==> config.mk <==
export PLATFORM = sky130hd
export DESIGN_NAME = ibuf_decode_queue_flat
export DESIGN_NICKNAME = d
export VERILOG_FILES = /design/src/rtl/ibuf_decode_queue_pkg.sv /design/src/rtl/ibuf_decode_queue_if.sv /design/src/rtl/ibuf_decode_queue_branch_predecode.sv /design/src/rtl/ibuf_decode_queue.sv /design/src/flat_wrapper.sv
export SDC_FILE = /design/constraint.sdc
export NUM_CORES = 1
export LEC_CHECK = 0
export ABC_AREA = 0
export BUFFER_PORTS_ARGS = -buffer_cell sky130_fd_sc_hd__buf_2
export CAP_MARGIN = 20
export CELL_PAD_IN_SITES_DETAIL_PLACEMENT = 0
export CELL_PAD_IN_SITES_GLOBAL_PLACEMENT = 1
export CORE_ASPECT_RATIO = 0.9
export CORE_MARGIN = 2
export CORE_UTILIZATION = 53
export DETAILED_ROUTE_END_ITERATION = 7
export GPL_TIMING_DRIVEN = 0
export HOLD_SLACK_MARGIN = 0.03
export PLACE_DENSITY_LB_ADDON = 0.1
export SYNTH_ARGS = -nofsm -noshare
export SYNTH_HDL_FRONTEND = slang
export SYNTH_SLANG_ARGS = --single-unit
export TNS_END_PERCENT = 1
==> constraint.sdc <==
create_clock -name clk -period 14.9 [get_ports clk]
set_clock_uncertainty 0.2 [all_clocks]
set_input_delay 3.725 -clock clk [delete_from_list [all_inputs] [get_ports clk]]
set_output_delay 3.725 -clock clk [all_outputs]
set_load 0.01 [all_outputs]
==> src/rtl/ibuf_decode_queue_pkg.sv <==
// Shared definitions for the IF->ID instruction buffer: branch type codes,
// LoongArch branch opcodes and entry layout helpers.
package ibuf_decode_queue_pkg;

  localparam int BRANCH_TYPE_LEN = 4;
  localparam int BP_INFO_WIDTH   = 37;

  localparam logic [BRANCH_TYPE_LEN-1:0] DEFAULT_BRANCH_TYPE = 4'd0;
  localparam logic [BRANCH_TYPE_LEN-1:0] BRANCH_BEQ          = 4'd1;
  localparam logic [BRANCH_TYPE_LEN-1:0] BRANCH_BNE          = 4'd2;
  localparam logic [BRANCH_TYPE_LEN-1:0] BRANCH_BLT          = 4'd3;
  localparam logic [BRANCH_TYPE_LEN-1:0] BRANCH_BGE          = 4'd4;
  localparam logic [BRANCH_TYPE_LEN-1:0] BRANCH_BLTU         = 4'd5;
  localparam logic [BRANCH_TYPE_LEN-1:0] BRANCH_BGEU         = 4'd6;
  localparam logic [BRANCH_TYPE_LEN-1:0] BRANCH_B            = 4'd7;
  localparam logic [BRANCH_TYPE_LEN-1:0] BRANCH_BL           = 4'd8;
  localparam logic [BRANCH_TYPE_LEN-1:0] BRANCH_JIRL         = 4'd9;

  // Major opcode field inst[31:26]
  localparam logic [5:0] OP_BEQ  = 6'h16;
  localparam logic [5:0] OP_BNE  = 6'h17;
  localparam logic [5:0] OP_BLT  = 6'h18;
  localparam logic [5:0] OP_BGE  = 6'h19;
  localparam logic [5:0] OP_BLTU = 6'h1a;
  localparam logic [5:0] OP_BGEU = 6'h1b;
  localparam logic [5:0] OP_B    = 6'h14;
  localparam logic [5:0] OP_BL   = 6'h15;
  localparam logic [5:0] OP_JIRL = 6'h13;

  // Stored entry is {bp_info, pc, inst}
  function automatic int ibuf_entry_wd(input int bp_w);
    return 64 + bp_w;
  endfunction

endpackage

==> src/rtl/ibuf_decode_queue_if.sv <==
// Fetch-side push channel and decode-side multi-slot pop channel of the
// instruction buffer. slave = the buffer, master = fetch/decode environment.
interface ibuf_decode_queue_if
  import ibuf_decode_queue_pkg::*;
#(
  parameter int OUT_WIDTH = 2,
  parameter int BP_W      = BP_INFO_WIDTH
);
  logic                                 in_valid;
  logic                                 in_ready;
  logic [31:0]                          in_inst;
  logic [31:0]                          in_pc;
  logic [BP_W-1:0]                      in_bp_info;

  logic [OUT_WIDTH-1:0]                 out_valid;
  logic                                 out_ready;
  logic [OUT_WIDTH*32-1:0]              out_inst;
  logic [OUT_WIDTH*32-1:0]              out_pc;
  logic [OUT_WIDTH*BP_W-1:0]            out_bp_info;
  logic [OUT_WIDTH-1:0]                 out_is_branch;
  logic [OUT_WIDTH*BRANCH_TYPE_LEN-1:0] out_br_type;

  modport slave (
    input  in_valid, in_inst, in_pc, in_bp_info, out_ready,
    output in_ready, out_valid, out_inst, out_pc, out_bp_info,
           out_is_branch, out_br_type
  );

  modport master (
    output in_valid, in_inst, in_pc, in_bp_info, out_ready,
    input  in_ready, out_valid, out_inst, out_pc, out_bp_info,
           out_is_branch, out_br_type
  );
endinterface

==> src/rtl/ibuf_decode_queue_branch_predecode.sv <==
// Classifies one instruction word by its major opcode into a branch type.
module branch_predecode
  import ibuf_decode_queue_pkg::*;
(
  input  logic [31:0]                inst,
  output logic                       is_branch,
  output logic [BRANCH_TYPE_LEN-1:0] br_type
);
  // Only the major opcode matters; the rest of the word is ignored here.
  logic unused_low_bits;
  assign unused_low_bits = ^inst[25:0];

  // Opcode lookup; anything unrecognised is a non-branch.
  always_comb begin
    is_branch = 1'b1;
    br_type   = DEFAULT_BRANCH_TYPE;
    case (inst[31:26])
      OP_BEQ:  br_type = BRANCH_BEQ;
      OP_BNE:  br_type = BRANCH_BNE;
      OP_BLT:  br_type = BRANCH_BLT;
      OP_BGE:  br_type = BRANCH_BGE;
      OP_BLTU: br_type = BRANCH_BLTU;
      OP_BGEU: br_type = BRANCH_BGEU;
      OP_B:    br_type = BRANCH_B;
      OP_BL:   br_type = BRANCH_BL;
      OP_JIRL: br_type = BRANCH_JIRL;
      default: is_branch = 1'b0;
    endcase
  end
endmodule

==> src/rtl/ibuf_decode_queue.sv <==
// Circular instruction buffer between fetch and decode. Presents up to
// OUT_WIDTH oldest entries per cycle, pre-decoded for branch class.
module ibuf_decode_queue
  import ibuf_decode_queue_pkg::*;
#(
  parameter int DEPTH       = 8,
  parameter int OUT_WIDTH   = 2,
  parameter int BP_W        = BP_INFO_WIDTH,
  parameter int PAIR_BRANCH = 0
) (
  input  logic                     clk,
  input  logic                     reset,
  input  logic                     flush,
  input  logic                     br_kill,
  input  logic                     stall,
  ibuf_decode_queue_if.slave       bus,
  output logic [$clog2(DEPTH):0]   count
);
  localparam int PTR_W    = $clog2(DEPTH);
  localparam int CNT_W    = PTR_W + 1;
  localparam int ENTRY_WD = ibuf_entry_wd(BP_W);

  logic [ENTRY_WD-1:0]  mem [DEPTH];
  logic [PTR_W-1:0]     head_reg, head_next;
  logic [PTR_W-1:0]     tail_reg, tail_next;
  logic [CNT_W-1:0]     count_reg, count_next;

  logic                 kill;
  logic                 push;
  logic                 pop;
  logic [CNT_W-1:0]     pop_n;
  logic [OUT_WIDTH-1:0] slot_valid;
  logic [OUT_WIDTH-1:0] slot_is_br;

  assign kill         = flush | br_kill;
  // Depends on occupancy only: a full queue refuses even if a pop is pending.
  assign bus.in_ready = (count_reg != CNT_W'(DEPTH));
  assign push         = bus.in_valid & bus.in_ready & ~kill;
  assign pop          = bus.out_ready & ~stall & ~kill & slot_valid[0];
  assign bus.out_valid = slot_valid;
  assign count         = count_reg;

  // Per-slot read port, pre-decode and output packing.
  genvar gi;
  for (gi = 0; gi < OUT_WIDTH; gi++) begin : g_slot
    logic [PTR_W-1:0]    idx;
    logic [ENTRY_WD-1:0] entry;
    assign idx   = head_reg + PTR_W'(gi);
    assign entry = mem[idx];
    assign bus.out_inst[gi*32 +: 32]       = entry[31:0];
    assign bus.out_pc[gi*32 +: 32]         = entry[63:32];
    assign bus.out_bp_info[gi*BP_W +: BP_W] = entry[ENTRY_WD-1:64];
    assign bus.out_is_branch[gi]           = slot_is_br[gi];
    branch_predecode u_predecode (
      .inst      (entry[31:0]),
      .is_branch (slot_is_br[gi]),
      .br_type   (bus.out_br_type[gi*BRANCH_TYPE_LEN +: BRANCH_TYPE_LEN])
    );
  end

  // Thermometer slot valids from occupancy; slot 1 yields to a lone branch.
  // Valids come from count only, so stale entry data can never make them X.
  always_comb begin
    slot_valid    = '0;
    slot_valid[0] = (count_reg != '0);
    if (OUT_WIDTH == 2) begin
      slot_valid[OUT_WIDTH-1] = (count_reg >= CNT_W'(2)) &&
                                ((PAIR_BRANCH != 0) || !slot_is_br[0]);
    end
  end

  // Number of entries the decoder takes when it pops.
  always_comb begin
    pop_n = '0;
    for (int i = 0; i < OUT_WIDTH; i++) begin
      pop_n = pop_n + CNT_W'(slot_valid[i]);
    end
  end

  // Pointer / occupancy update; a kill wins over any push or pop.
  always_comb begin
    head_next  = head_reg;
    tail_next  = tail_reg;
    count_next = count_reg;
    if (kill) begin
      head_next  = tail_reg;
      count_next = '0;
    end else begin
      if (push) tail_next = tail_reg + PTR_W'(1);
      if (pop)  head_next = head_reg + pop_n[PTR_W-1:0];
      count_next = count_reg + CNT_W'(push) - (pop ? pop_n : '0);
    end
  end

  // Control state registers.
  always_ff @(posedge clk) begin
    if (reset) begin
      head_reg  <= '0;
      tail_reg  <= '0;
      count_reg <= '0;
    end else begin
      head_reg  <= head_next;
      tail_reg  <= tail_next;
      count_reg <= count_next;
    end
  end

  // Entry storage; contents need no reset since count gates visibility.
  always_ff @(posedge clk) begin
    if (push && !reset) begin
      mem[tail_reg] <= {bus.in_bp_info, bus.in_pc, bus.in_inst};
    end
  end
endmodule

==> src/flat_wrapper.sv <==
// flat-port wrapper written by rule: the top's interface ports become plain ports
module ibuf_decode_queue_flat import ibuf_decode_queue_pkg::*;
#(
  parameter int DEPTH       = 8,
  parameter int OUT_WIDTH   = 2,
  parameter int BP_W        = BP_INFO_WIDTH,
  parameter int PAIR_BRANCH = 0
)
  (clk, reset, flush, br_kill, stall, count, bus_in_valid, bus_in_inst, bus_in_pc, bus_in_bp_info, bus_out_ready, bus_in_ready, bus_out_valid, bus_out_inst, bus_out_pc, bus_out_bp_info, bus_out_is_branch, bus_out_br_type);
  ibuf_decode_queue_if #(.OUT_WIDTH(OUT_WIDTH), .BP_W(BP_W)) bus_i ();
  input  logic clk;
  input  logic reset;
  input  logic flush;
  input  logic br_kill;
  input  logic stall;
  output logic [$clog2(DEPTH):0] count;
  input wire logic [$bits(bus_i.in_valid)-1:0] bus_in_valid;
  input wire logic [$bits(bus_i.in_inst)-1:0] bus_in_inst;
  input wire logic [$bits(bus_i.in_pc)-1:0] bus_in_pc;
  input wire logic [$bits(bus_i.in_bp_info)-1:0] bus_in_bp_info;
  input wire logic [$bits(bus_i.out_ready)-1:0] bus_out_ready;
  output wire logic [$bits(bus_i.in_ready)-1:0] bus_in_ready;
  output wire logic [$bits(bus_i.out_valid)-1:0] bus_out_valid;
  output wire logic [$bits(bus_i.out_inst)-1:0] bus_out_inst;
  output wire logic [$bits(bus_i.out_pc)-1:0] bus_out_pc;
  output wire logic [$bits(bus_i.out_bp_info)-1:0] bus_out_bp_info;
  output wire logic [$bits(bus_i.out_is_branch)-1:0] bus_out_is_branch;
  output wire logic [$bits(bus_i.out_br_type)-1:0] bus_out_br_type;
  assign bus_i.in_valid = bus_in_valid;
  assign bus_i.in_inst = bus_in_inst;
  assign bus_i.in_pc = bus_in_pc;
  assign bus_i.in_bp_info = bus_in_bp_info;
  assign bus_i.out_ready = bus_out_ready;
  assign bus_in_ready = bus_i.in_ready;
  assign bus_out_valid = bus_i.out_valid;
  assign bus_out_inst = bus_i.out_inst;
  assign bus_out_pc = bus_i.out_pc;
  assign bus_out_bp_info = bus_i.out_bp_info;
  assign bus_out_is_branch = bus_i.out_is_branch;
  assign bus_out_br_type = bus_i.out_br_type;
  ibuf_decode_queue #(.DEPTH(DEPTH), .OUT_WIDTH(OUT_WIDTH), .BP_W(BP_W), .PAIR_BRANCH(PAIR_BRANCH)) u_core (.clk(clk), .reset(reset), .flush(flush), .br_kill(br_kill), .stall(stall), .bus(bus_i), .count(count));
endmodule
# After elaboration in Yosys (flattened, before gate mapping)
# Memories as Yosys holds them, arrays and structs flattened. A register that Yosys moved wholly into a read port is not among the register bits.
# Index checks and enable logic that the tools add are counted.
dict set report op_classes {
  n_mux 11
  n_eq_ne 19
  bitwise 8
  addsub 6
  reduce_logical 10
  n_lt_le_gt_ge 1
}
# cell n
set ops {}
lappend ops {{6-bit by 5-bit == test with 1-bit output, second input constant} 18}
lappend ops {{4-bit one-hot mux with 9 select lines} 2}
lappend ops {{9-bit OR reduction} 2}
lappend ops {{3-bit two-way mux} 4}
lappend ops {{3-bit by 1-bit adder with 3-bit output, second input constant} 2}
lappend ops {{1-bit bitwise AND} 5}
lappend ops {{4-bit by 1-bit adder with 4-bit output} 1}
lappend ops {{4-bit by 2-bit >= comparator with 1-bit output, second input constant} 1}
lappend ops {{1-bit two-way mux} 4}
lappend ops {{4-bit two-way mux} 1}
lappend ops {{4-bit != test, second input constant} 1}
lappend ops {{4-bit nonzero test} 1}
lappend ops {{4-bit subtractor} 1}
lappend ops {{3-bit adder} 1}
lappend ops {{1-bit by 1-bit adder with 2-bit output} 1}
lappend ops {{1-bit logical AND} 2}
lappend ops {{1-bit logical NOT} 2}
lappend ops {{1-bit NOT} 2}
lappend ops {{2-bit AND reduction} 1}
lappend ops {{2-bit nonzero test} 1}
lappend ops {{2-bit OR reduction} 1}
lappend ops {{1-bit bitwise OR} 1}
dict set report word_totals {
  inputBits 108
  out_inout_bits 219
  mem_bits_rw 808
  ff_bits 10
  memories 1
}
# memory depth width read_ports rd_clocked_by_memory_dff write_ports line
set mem_list {}
lappend mem_list {u_core.mem 8 101 2 1 1 ibuf_decode_queue.sv:23} ;# logic [ENTRY_WD-1:0] mem [DEPTH];

# Logic depth before layout (Yosys ltp)
# Gate-level depths: netlist (run 1).
dict set report depth {
  ltp_word 11
  depth_mapped 17
  mapped_depth_nobuf 15
}

# Modules after synthesis
# A second synthesis (run 1) with hierarchy kept.
dict set report unflattened {
  hier_cells 1654
  area_unflattened_um2 37422.1
}
# mod cells_each area_per_inst_um2 instances
set by_module_without_submodules {}
lappend by_module_without_submodules {ibuf_decode_queue 1620 37196.9 1}
lappend by_module_without_submodules {branch_predecode 17 112.6 2}

# Worst setup path after synthesis (run 1)
# Ideal clock, no wire load.
dict set report synth_path {
  kind {input to register}
  startpoint {in br_kill}
  endpoint {mem u_core.mem[1][0] (netlist name), enable pin}
  path_buffers 1
  slack_ns 2.671
  path_stages 5
  t_required_ns 14.016
  arrival_ns 11.345
  path_cell_list {nor2_1 -> and3_1 -> clkbuf_1 -> nand3b_1 -> nor3_1}
}
dict set report synth_between {
  elab_chain_len 6
}
# element line
set synth_rtl {}
lappend synth_rtl {{start, declared} flat_wrapper.sv:14} ;# input logic br_kill;
lappend synth_rtl {{1-bit bitwise OR} ibuf_decode_queue.sv:35} ;# assign kill = flush | br_kill;
lappend synth_rtl {{1-bit NOT (no source line)} --}
lappend synth_rtl {{1-bit bitwise AND} ibuf_decode_queue.sv:38} ;# assign push = bus.in_valid & bus.in_ready & ~kill;
lappend synth_rtl {{1-bit logical AND} ibuf_decode_queue.sv:110} ;# if (push && !reset) begin
lappend synth_rtl {{1-bit two-way mux} ibuf_decode_queue.sv:110}
lappend synth_rtl {{1-bit two-way mux (implied by the code)} ibuf_decode_queue.sv:111} ;# mem[tail_reg] <= {bus.in_bp_info, bus.in_pc, bus.in_inst};
lappend synth_rtl {{end, declared} ibuf_decode_queue.sv:23}
# No other way between the ends.

# Final worst setup path (run 1)
dict set report layout_path {
  startpoint {reg u_core.head_reg[0]}
  endpoint {out bus_out_pc[37]}
}
dict set report layout_between {
  elab_chain_len 2
}
# element line
set layout_rtl {}
lappend layout_rtl {{start, declared} ibuf_decode_queue.sv:24} ;# logic [PTR_W-1:0] head_reg, head_next;
lappend layout_rtl {{start signal, assigned} ibuf_decode_queue.sv:102} ;# head_reg <= head_next;
lappend layout_rtl {{3-bit by 1-bit adder with 3-bit output} ibuf_decode_queue.sv:48} ;# assign idx = head_reg + PTR_W'(gi);
lappend layout_rtl {{memory read 8 x 101 bit} --}
lappend layout_rtl {{end, declared} flat_wrapper.sv:25} ;# output wire logic [$bits(bus_i.out_pc)-1:0] bus_out_pc;
# No other way between the ends.

==> results of run 1 <==
[power by group]
part,leakage (nW),internal [W],switching [W]
Clock,1.33,0.00123,0.000860
Combinational,5.36,0.000133,0.000159
Sequential,7.37,0.00254,0.00000362
[worst max-delay path, delay by kind of cell (launching register included)]
kind,cells,cell delay (ns)
mux,2,0.69
buf+inv,4,1.79
flops,1,0.43
[worst min-delay path by stage]
stage | slack [ns] | to | start
5_1_grt | 0.43 | u_core.tail_reg[0] | u_core.tail_reg[0]
4_1_cts | 0.40 | u_core.head_reg[1] | u_core.head_reg[1]
3_5_place_dp | 0.38 | u_core.head_reg[1] | u_core.head_reg[1]
2_1_floorplan | 0.33 | flip-flop | u_core.head_reg[1]
3_3_place_gp | 0.37 | u_core.tail_reg[0] | u_core.tail_reg[0]
6_report | 0.39 | u_core.head_reg[1] | u_core.head_reg[1]
[Yosys cell counts, types with 3 or more instances]
cell type | count | share of area [%]
buf_1 | 15 | 0.15
buf_6 | 10 | 0.30
a21oi_1 | 4 | 0.054
mux2_2 | 196 | 5.9
xnor2_1 | 5 | 0.12
and2_1 | 3 | 0.050
clkbuf_1 | 18 | 0.18
nor2_1 | 21 | 0.21
xor2_1 | 3 | 0.070
mux2i_1 | 10 | 0.27
nand3b_1 | 3 | 0.060
inv_2 | 3 | 0.030
edfxtp_1 | 808 | 65
inv_1 | 14 | 0.14
nand2_1 | 7 | 0.070
ha_1 | 11 | 0.37
buf_2 | 54 | 0.72
mux4_1 | 3 | 0.21
o21ai_1 | 4 | 0.054
a211oi_1 | 3 | 0.060
nor3_1 | 3 | 0.040
mux4_2 | 399 | 24
buf_4 | 19 | 0.38
dfxtp_1 | 13 | 0.70
[placed cells by master, fill, tap and decap left out, types with 17 or more instances in the layout]
cell,netlist,final
edfxtp_1,808,808
mux4_2,399,399
buf_2,54,380
mux2_2,196,196
clkbuf_16,0,86
clkbuf_1,18,35
buf_6,10,32
buf_4,19,21
buf_12,0,17
[layer usage]
layer	part of all wire [%]	GRT usage (%)	vias up
met4	1.8	6.18	16
met5	0.11	0	-
met3	7.9	5.72	154
met2	51	45.1	885
li1	-	-	8233
met1	39	37.3	10800
[kinds of logic after synthesis]
group	Yosys count	share of synthesized area, %
multiplexers	612	30.6
XOR/XNOR	9	0.231
flip-flops	821	65.6
AO/OA/AOI/OAI	21	0.405
AND/OR/NAND/NOR	55	0.776
buffers and inverters	133	1.91
adder cells (fa/ha/maj)	13	0.475
[area by class of cell]
class | count | area [µm²] | area share (%)
inverter | 17 | 63.8 | 0.145
buffer | 116 | 649 | 1.48
clock inverter | 47 | 492 | 1.12
multi-input combinational | 710 | 12200 | 27.8
clock buffer | 103 | 2220 | 5.04
timing repair buffer | 381 | 2610 | 5.93
sequential | 821 | 24500 | 55.8
tap | 940 | 1180 | 2.68
antenna | 12 | 30.0 | 0.0683
[metrics by stage]
stage	hold WS [ns]	TNS, ns	cells
final	0.389	0	3147
after detailed placement	0.384	0	2985
after floorplan	0.330	0	1664
after CTS	0.397	0	3135
after global routing	0.432	0	3140
after global placement	0.368	-1098.98	2930
==> summary.md, run 1 <==
| Metric | Value |
|---|---|
| Final net count | 2,252 |
| Pre-antenna DRT Iters | 7 |
| Final count of hold timing violations | 0 |
| Worst vdd ir | 0.0830 mV |
| DRT iter0 DRCs | 2,285 |
| DRC | 0 |
| Most frequent CP cell | buf_2 |
| Post-layout util | 62.9% |
| Core Footprint | 69,900 µm² |
| Final instance area | 44,000 µm² |
| Crit. Startpoint | u_core.head_reg[0] |
| Clock root cell | clkbuf_16 |
| Sequential area share after synthesis | 65.6% |
| GRT Residual Overflow | 0 |
| Distinct cells, synth | 48 |
| Cell Chain, Critical Path | buf_2 -> buf_2 -> clkbuf_1 -> mux4_2 -> mux2_2 -> buf_2 |
| Pre-CTS setup slack | 7.62 ns |
| Pwr Density | 112 nW/µm² |
| Status | complete, no violations |
| Synth Net Count | 1,785 |
| Row count | 92 |
| Fin crit period | 7.49 ns |
| CP peak stage delay | 0.82 ns |
| # Max-Cap Violations | 0 |
| Setup Fix Bufs, Post-CTS | 0 |
| Ys async rst share | 0% |
| Setup CP Type | reg2out |
| Max Root-Sink Buffers | 3 |
| Worst skew pair latency | 0.63 ns |
| Routed vias/inst | 6.37 |
| Hold WC Path Type | reg2reg |
| Reg2reg end | u_core.count[2] |
| RSZ-0062 raised after global routing | no |
| Synthesized instance count | 1,664 |
| Worst slew pin tran | 1.08 ns |
| Dpl cell area | 41,200 µm² |
| PostCTS Resize Cnt | 0 |
| Layout cells sized above 1 | 54.7% |
| DP HPWL | 66,500 µm |
| CTS tree | done |
| Flops & latches, synth | 821 |
| CTS sink count | 821 |
| Syn avg cell area | 22.5 µm² |
| Die W | 284 µm |
| PortBufs | 326 |
| Initial antenna violation count | 22 |
| Hold-fix buffers, CTS | 0 |
| Min-Delay Path Depth | 2 |
| Top Ports | 327 |
| Rel. slew slack | 28.3% |
| Reg2reg setup slack | 10.86 ns |
| # H-tree levels | 3 |
| FILL cells | 4,857 |
| Post-route ant nets | 0 |
| Die ar. | 72,700 µm² |
| Final Max Tran Viols | 0 |
| WL per Instance | 30.9 µm |
| Synth warn | 0 |
| Worst Path Required | 10.97 ns |
| Mapped cell area | 37,400 µm² |
| Largest net degree at the start of global routing | 25 |
| Worst R2R Path Depth | 17 |
| TritonCTS Buffers | 84 |
| Setup Viol. Count Final | 0 |
| Number of flip-flops in the largest register | 808 |
| P&R area growth vs syn | 17.6% |
| Crit path max-delay cell type | clkbuf_1 |
| Starting density of the core | 53.5% |
| Overall power | 0.00493 W |
| Critical Path AT | 3.57 ns |
| Worst setup margin | 7.41 ns |
| Predominant post-synthesis flop cell | edfxtp_1 |
| EDFF count, synth | 808 |
| CTS clock-pin slew for the worst setup and hold paths | 0.06 ns |
| Final period utilization | 50.3% |
| Number of global-route vias before repair | 21,000 |
| Fmax achieved | 133 MHz |
| Critical Path End Type | output pin |
| GP Congestion | 0.747 |
| CP endpoint | bus_out_pc[37] |
| Die height | 256 µm |
| First-pass GRT wire length | 143,000 µm |
| Vias | 20,100 |
| CP Launch Type | flip-flop |
| Leakage power | 14.1 nW |
| Worst Path Max Fanout | 10 |
| Gr usage total | 27.1% |
| Final wirelength | 97,200 µm |
No activity file was read; power rests on OpenSTA's default activity.
==> inputs of run 2 (changes only) <==
--- a/config.mk
+++ b/config.mk
@@ -12,7 +12,7 @@
 export CELL_PAD_IN_SITES_GLOBAL_PLACEMENT = 1
 export CORE_ASPECT_RATIO = 0.9
 export CORE_MARGIN = 2
-export CORE_UTILIZATION = 53
+export CORE_UTILIZATION = 48
 export DETAILED_ROUTE_END_ITERATION = 7
 export GPL_TIMING_DRIVEN = 0
 export HOLD_SLACK_MARGIN = 0.03
==> constraint.sdc (replaced) <==
create_clock -name clk -period 6.28 [get_ports clk]
set_clock_uncertainty 0.2 [all_clocks]
set_input_delay 1.57 -clock clk [delete_from_list [all_inputs] [get_ports clk]]
set_output_delay 1.57 -clock clk [all_outputs]
set_load 0.01 [all_outputs]
==> run 2 against run 1 <==
  * First-iteration DRC count is 17% lower
  * Largest power group unchanged
  * Utilization is 5.8 points lower
  * Worst setup slack worse by 6.5 ns
  * Highest routed layer unchanged
  * Non-clock buffer count is 9 lower
  * Sequential share of layout area is 0.32 points lower
  * Power is 140% higher
==> summary.md, run 2 (synthesis gave the netlist of run 1 again) <==
| Metric | Value |
|---|---|
| Status | complete, no violations |
| CP endpoint | bus_out_inst[18] |
| Final Max Tran Viols | 0 (unchanged) |
| Vias | 20,000 (-0.37%) |
| GP Congestion | 0.760 (+1.7%) |
| Number of global-route vias before repair | 20,900 (-0.70%) |
| Post-route ant nets | 0 (unchanged) |
| Min-Delay Path Depth | 2 (unchanged) |
| Worst skew pair latency | 0.62 ns (about the same) |
| PortBufs | 326 (unchanged) |
| Starting density of the core | 48.3% (-5.2 points) |
| First-pass GRT wire length | 144,000 µm (+1.3%) |
| Die W | 298 µm (+5.0%) |
| Commonest cells after routing, fill and taps aside | edfxtp_1, mux4_2, buf_2 |
| Post-layout util | 57.1% (-5.8 points) |
| DP HPWL | 68,000 µm (+2.2%) |
| Hold WC Path Type | reg2reg |
| Setup TNS Final | 0 ns (unchanged) |
| GRT Residual Overflow | 0 (unchanged) |
| Gr usage total | 25.2% (-1.9 points) |
| Met2 routed WL | 50,400 µm (+1.6%) |
| TritonCTS Buffers | 88 (+4.8%) |
| Worst Path Required | 4.51 ns (-6.46 ns) |
| Number of flip-flops in the largest register | 808 (unchanged) |
| Routed vias/inst | 6.16 (-3.4%) |
| Row count | 97 (+5.4%) |
| Reg2reg end | u_core.count[2] |
| P&R area growth vs syn | 18.3% |
| Worst slew pin tran | 1.15 ns (+0.0759 ns) |
| Fin crit period | 5.42 ns |
| Pwr Density | 266 nW/µm² (+140%) |
| Setup Viol. Count Final | 0 (unchanged) |
| # Max-Cap Violations | 0 (unchanged) |
| Clock root cell | clkbuf_16 |
| Uppermost layer routed | met5 |
| Critical Path End Type | output pin |
| Rel. slew slack | 23.2% (-5.1 points) |
| Pre-antenna DRT Iters | 6 (-1) |
| Final count of hold timing violations | 0 (unchanged) |
| Setup CP Type | reg2out |
| Die height | 269 µm (+5.0%) |
| Layout Cells excl Fill | 3,244 (+3.1%) |
| Critical Path AT | 3.65 ns (+0.08 ns) |
| Layout cells sized above 1 | 54.6% (-0.10 points) |
| Worst R2R Path Depth | 16 (-1) |
| CTS tree | done |
| Met1 Wirelength | 40,300 µm (+6.2%) |
| # H-tree levels | 3 (unchanged) |
| Met3 Wirelength | 7280 µm (-5.8%) |
| Initial antenna violation count | 15 (-32%) |
| Worst setup margin | 0.865 ns (-6.54 ns) |
| CTS clock-pin slew for the worst setup and hold paths | 0.06 ns (about the same) |
| Core Footprint | 77,400 µm² (+11%) |
| Hold-fix buffers, CTS | 0 (unchanged) |
| Max Root-Sink Buffers | 3 (unchanged) |
| CP Launch Type | flip-flop |
| Die ar. | 80,100 µm² (+10%) |
| CTS sink count | 821 (unchanged) |
| RSZ-0062 raised after global routing | no |
| Top Ports | 327 (unchanged) |
| Final net count | 2,247 (-0.22%) |
| Worst vdd ir | 0.236 mV (+180%) |
| PostCTS Resize Cnt | 0 (unchanged) |
| Most common cell after layout, fill and taps aside | edfxtp_1 |
| Setup Fix Bufs, Post-CTS | 0 (unchanged) |
| DRT iter0 DRCs | 1,890 (-17%) |
| Reg2reg setup slack | 2.30 ns (-8.56 ns) |
| Largest net degree at the start of global routing | 25 (unchanged) |
| Leakage power | 14.1 nW (about the same) |
| DRC | 0 (unchanged) |
| Final period utilization | 86.2% |
| Final wirelength | 100,000 µm (+3.1%) |
| Pre-CTS setup slack | 1.46 ns (-6.16 ns) |
| WL per Instance | 30.9 µm (about the same) |
| Worst Path Max Fanout | 10 (unchanged) |
| Placed instance count | 3,075 (+3.0%) |
| Fmax achieved | 185 MHz |
==> run 2: cell count changes in the layout (fill, tap and decap cells not counted), moves of 3 or more <==
cell        previous run  this run
bufinv_16             10         7
clkbuf_16             86        91
buf_6                 32        10
buf_12                17        22
buf_8                  1         7
diode_2               12         6
clkinvlp_4             0         4
clkbuf_1              35        38
buf_16                13        17
==> run 2: layer usage <==
| layer | up-vias | global-route usage (%) |
|---|---|---|
| li1 | 8233 | - |
| met1 | 10800 | 34.0 |
| met2 | 751 | 42.0 |
| met3 | 158 | 5.70 |
| met4 | 22 | 6.61 |
| met5 | - | 0 |
==> run 2: metrics by stage <==
step	total power (W)	hold WS, ns	instance area (µm²)
after floorplan	0.00656	0.330	37400
after global placement	0.00685	0.383	40300
after detailed placement	0.00686	0.391	41400
after CTS	0.0119	0.406	44200
after global routing	0.0121	0.450	44200
final	0.0118	0.398	44200
==> run 2: critical path, cell delays in order (launching register included) <==
cell	delay (ns)
dfxtp_1	0.46
buf_6	0.22
buf_2	0.51
buf_1	0.91
mux4_2	0.42
mux2_2	0.31
buf_2	0.15
==> run 2: where the power goes <==
part	switching [W]	total [W]	leakage (nW)	internal (W)
registers	0.00000877	0.00604	7.37	0.00603
logic	0.000382	0.000699	5.33	0.000317
clock network	0.00209	0.00504	1.37	0.00295
==> run 2: how the worst min path moves through the flow <==
stage	slack (ns)	endpoint	start
floorplan	0.33	flip-flop	u_core.head_reg[1]
CTS	0.41	u_core.head_reg[1]	u_core.head_reg[1]
detailed placement	0.39	u_core.head_reg[1]	u_core.head_reg[1]
finish	0.40	u_core.head_reg[1]	u_core.head_reg[1]
global route	0.45	u_core.head_reg[1]	u_core.head_reg[1]
global placement	0.38	u_core.head_reg[1]	u_core.head_reg[1]
==> run 2: layout make-up <==
cell class              count  area [µm²]
clock buffers             112        2370
fillers                  5813       33200
multi-input cells         710       12200
flip-flops and latches    821       24500
diodes                      6        15.0
inverters                  17        63.8
clock inverters            51         438
repair buffers            372        2650
well taps                1039        1300
plain buffers             116         649
==> inputs of run 3 (changes only) <==
--- a/config.mk
+++ b/config.mk
@@ -5,14 +5,16 @@
 export SDC_FILE = /design/constraint.sdc
 export NUM_CORES = 1
 export LEC_CHECK = 0
-export ABC_AREA = 0
+export ABC_AREA = 1
+export ABC_CLOCK_PERIOD_IN_PS = 6280
 export BUFFER_PORTS_ARGS = -buffer_cell sky130_fd_sc_hd__buf_2
 export CAP_MARGIN = 20
 export CELL_PAD_IN_SITES_DETAIL_PLACEMENT = 0
 export CELL_PAD_IN_SITES_GLOBAL_PLACEMENT = 1
 export CORE_ASPECT_RATIO = 0.9
 export CORE_MARGIN = 2
-export CORE_UTILIZATION = 48
+export CORE_UTILIZATION = 43
+export CTS_CLUSTER_SIZE = 12
 export DETAILED_ROUTE_END_ITERATION = 7
 export GPL_TIMING_DRIVEN = 0
 export HOLD_SLACK_MARGIN = 0.03
==> run 3 against run 2 <==
  * Flip-flop and latch count unchanged
  * Die area up 18%
  * Combinational power is 37% higher
  * Global-route usage increased by 7.9 points
  * Clock power decreased by 2%
  * Wire length increased by 59%
  * Synthesized cell count rose by 140%
  * Highest routed layer unchanged
  * Non-clock buffer count up 205
  * Sequential share of layout area fell by 2.7 points
  * Synthesized area grew 5.6%
  * Power grew 1.4%
  * Critical path type unchanged
==> summary.md, run 3 <==
| Metric | Value |
|---|---|
| CP peak stage delay | 0.61 ns (-0.30 ns) |
| Max Root-Sink Buffers | 3 (unchanged) |
| Worst Path Required | 4.51 ns (about the same) |
| Worst vdd ir | 0.209 mV (-11%) |
| Ys async rst share | 0% (unchanged) |
| Placed instance count | 5,604 (+82%) |
| CTS sink count | 821 (unchanged) |
| Most frequent CP cell | buf_2 |
| Pre-CTS setup slack | 1.29 ns (-0.163 ns) |
| Flops & latches, synth | 821 (unchanged) |
| Vias | 33,900 (+70%) |
| Critical Path AT | 4.00 ns (+0.35 ns) |
| Critical Path End Type | output pin |
| Distinct cells, synth | 35 (-27%) |
| Uppermost layer routed | met5 |
| P&R area growth vs syn | 17.8% |
| Routed vias/inst | 5.88 (-4.6%) |
| Met3 Wirelength | 17,900 µm (+150%) |
| Layout Cells excl Fill | 5,770 (+78%) |
| Largest net degree at the start of global routing | 26 (+4.0%) |
| Final net count | 4,587 (+100%) |
| Met2 routed WL | 70,400 µm (+40%) |
| Worst Path Max Fanout | 10 (unchanged) |
| Sequential area share after synthesis | 62.1% (-3.5 points) |
| DRC | 0 (unchanged) |
| DRT iter0 DRCs | 4,524 (+140%) |
| # H-tree levels | 3 (unchanged) |
| Initial antenna violation count | 29 (+14) |
| Final count of hold timing violations | 0 (unchanged) |
| CTS tree | done |
| Final Max Tran Viols | 0 (unchanged) |
| Post-route ant nets | 0 (unchanged) |
| Post-layout util | 51.1% (-6.0 points) |
| Crit path max-delay cell type | clkbuf_1 |
| Row count | 105 (+8.2%) |
| Synthesized instance count | 3,997 (+140%) |
| Fmax achieved | 173 MHz (-6.2%) |
| PortBufs | 325 (-0.31%) |
| First-pass GRT wire length | 223,000 µm (+54%) |
| Number of global-route vias before repair | 31,500 (+51%) |
| Cell Chain, Critical Path | ha_1 -> inv_2 -> buf_2 -> buf_2 -> clkbuf_1 -> a21oi_1 -> a31oi_1 -> buf_2 |
| WL per Instance | 27.6 µm (-11%) |
| Most common cell after layout, fill and taps aside | edfxtp_1 |
| Worst skew pair latency | 0.66 ns (+0.04 ns) |
| # Max-Cap Violations | 0 (unchanged) |
| RSZ-0062 raised after global routing | no |
| Hold WC Path Type | reg2reg |
| Synth Net Count | 4,118 (+130%) |
| Fin crit period | 5.77 ns (+0.357 ns) |
| Commonest cells after routing, fill and taps aside | edfxtp_1, o21ai_0, a21oi_1 |
| Setup Viol. Count Final | 0 (unchanged) |
| Gr usage total | 33.1% (+7.9 points) |
| Top Ports | 327 (unchanged) |
| Die W | 323 µm (+8.5%) |
| Met1 Wirelength | 65,300 µm (+62%) |
| CP Launch Type | flip-flop |
| Setup CP Type | reg2out |
| Hold WS | 0.338 ns (-0.0604 ns) |
| TritonCTS Buffers | 90 (+2.3%) |
| Crit. Startpoint | u_core.head_reg[0] |
| Hold-fix buffers, CTS | 0 (unchanged) |
| Leakage power | 16.9 nW (+20%) |
| Pwr Density | 257 nW/µm² (-3.6%) |
| DP HPWL | 109,000 µm (+61%) |
| Worst slew pin tran | 1.20 ns (+0.0505 ns) |
| Synth warn | 0 (unchanged) |
| Post-synth top area cell | edfxtp_1 |
| Status | complete, no violations |
| FILL cells | 8,435 (+45%) |
| Setup Fix Bufs, Post-CTS | 0 (unchanged) |
| Syn avg cell area | 9.88 µm² (-56%) |
| PostCTS Resize Cnt | 0 (unchanged) |
| Reg2reg setup slack | 2.33 ns (+0.03 ns) |
| Top cells by count, synth | edfxtp_1, o21ai_0, a21oi_1, nand2_1, nor2_1 |
| Mapped cell area | 39,500 µm² (+5.6%) |
| FF+latch area | 24,500 µm² (unchanged) |
| Die ar. | 94,300 µm² (+18%) |
| Top-count cell post-synth | edfxtp_1 |
| CTS clock-pin slew for the worst setup and hold paths | 0.06 ns (about the same) |
| Clock root cell | clkbuf_16 |
| Pre-antenna DRT Iters | 6 (unchanged) |
| Predominant post-synthesis flop cell | edfxtp_1 |
| Starting density of the core | 43.4% (-4.9 points) |
| Min-Delay Startpoint | u_core.tail_reg[0] |
| Worst setup margin | 0.508 ns (-0.357 ns) |
| Core Footprint | 91,000 µm² (+18%) |
| Number of flip-flops in the largest register | 808 (unchanged) |
| Largest cells by area after synthesis | edfxtp_1, o21ai_0, a21oi_1 |
| EDFF count, synth | 808 (unchanged) |
| Final period utilization | 91.9% (+5.7 points) |
| Die height | 291 µm (+8.4%) |
| Multi-input gate area | 12,200 µm² (about the same) |
| Area share of the largest cell type after synthesis | 61.5% (-3.4 points) |
| Rel. slew slack | 19.9% (-3.4 points) |
| Final wirelength | 159,000 µm (+59%) |
| GP Congestion | 0.866 (+14%) |
| GRT Residual Overflow | 0 (unchanged) |
| Layout cells sized above 1 | 14.2% (-40 points) |
run 3: cell types whose count changed in the layout (fill, tap and decap cells not counted), sizes merged, moves of 197 or more:
cell / delta
nand2: +417
o21ai: +779
mux2: -197
nor2: +384
a21oi: +494
inv: +349
mux4: -402
run 3: layout make-up:
cell class | count | share of cell area [%]
buffer | 316 | 3.12
timing repair buffer | 377 | 5.89
antenna | 11 | 0.0592
inverter | 367 | 2.96
multi-input combinational | 2493 | 26.3
clock buffer | 125 | 5.26
tap | 1230 | 3.31
clock inverter | 30 | 0.398
sequential | 821 | 52.7
run 3: report_power, final:
part	switching, W	internal (W)	total, W
clock network	0.00217	0.00278	0.00494
registers	0.00000851	0.00604	0.00604
logic	0.000691	0.000266	0.000958
total	0.00287	0.00908	0.0119
run 3: metrics by stage:
stage | cell area (µm²) | TNS, ns | power [W]
2_1_floorplan | 39500 | -817.22 | 0.00661
3_3_place_gp | 42700 | -4952.56 | 0.00708
3_5_place_dp | 43800 | 0 | 0.00709
4_1_cts | 46500 | 0 | 0.0119
5_1_grt | 46500 | 0 | 0.0122
6_report | 46500 | 0 | 0.0119
run 3: worst paths after layout:
| path | endpoint | cells after the start |
|---|---|---|
| worst min-delay path | u_core.tail_reg[0] | 2 |
| worst min register to register | u_core.tail_reg[0] | 2 |
| worst max-delay path | bus_out_pc[37] | 8 |
| worst max register to register | u_core.count[2] | 22 |
run 3: cells by family (layout without fill, tap and decap cells):
kind of cell    Yosys count  in the layout  synth area share (%)
simple gates            895            895                  8.85
xor+xnor                  3              3                0.0666
buf+inv                 683           1215                  7.16
compound gates         1582           1582                  21.4
fa+ha+maj                13             13                 0.450
other cells               0             11                     0
flops                   821            821                  62.1
run 3: worst max-delay path: cells and delay by family (launching register included):
family / cells / cell delay (ns)
compound gates: 2 / 0.70
fa+ha+maj: 1 / 0.36
buf+inv: 5 / 1.84
flops: 1 / 0.44
run 3: layer usage:
metal  up-vias  track usage (%)
met5         -                0
met4        28             12.2
met3       333             7.90
met2      2022             49.8
met1     16300             46.4
li1      15200                -
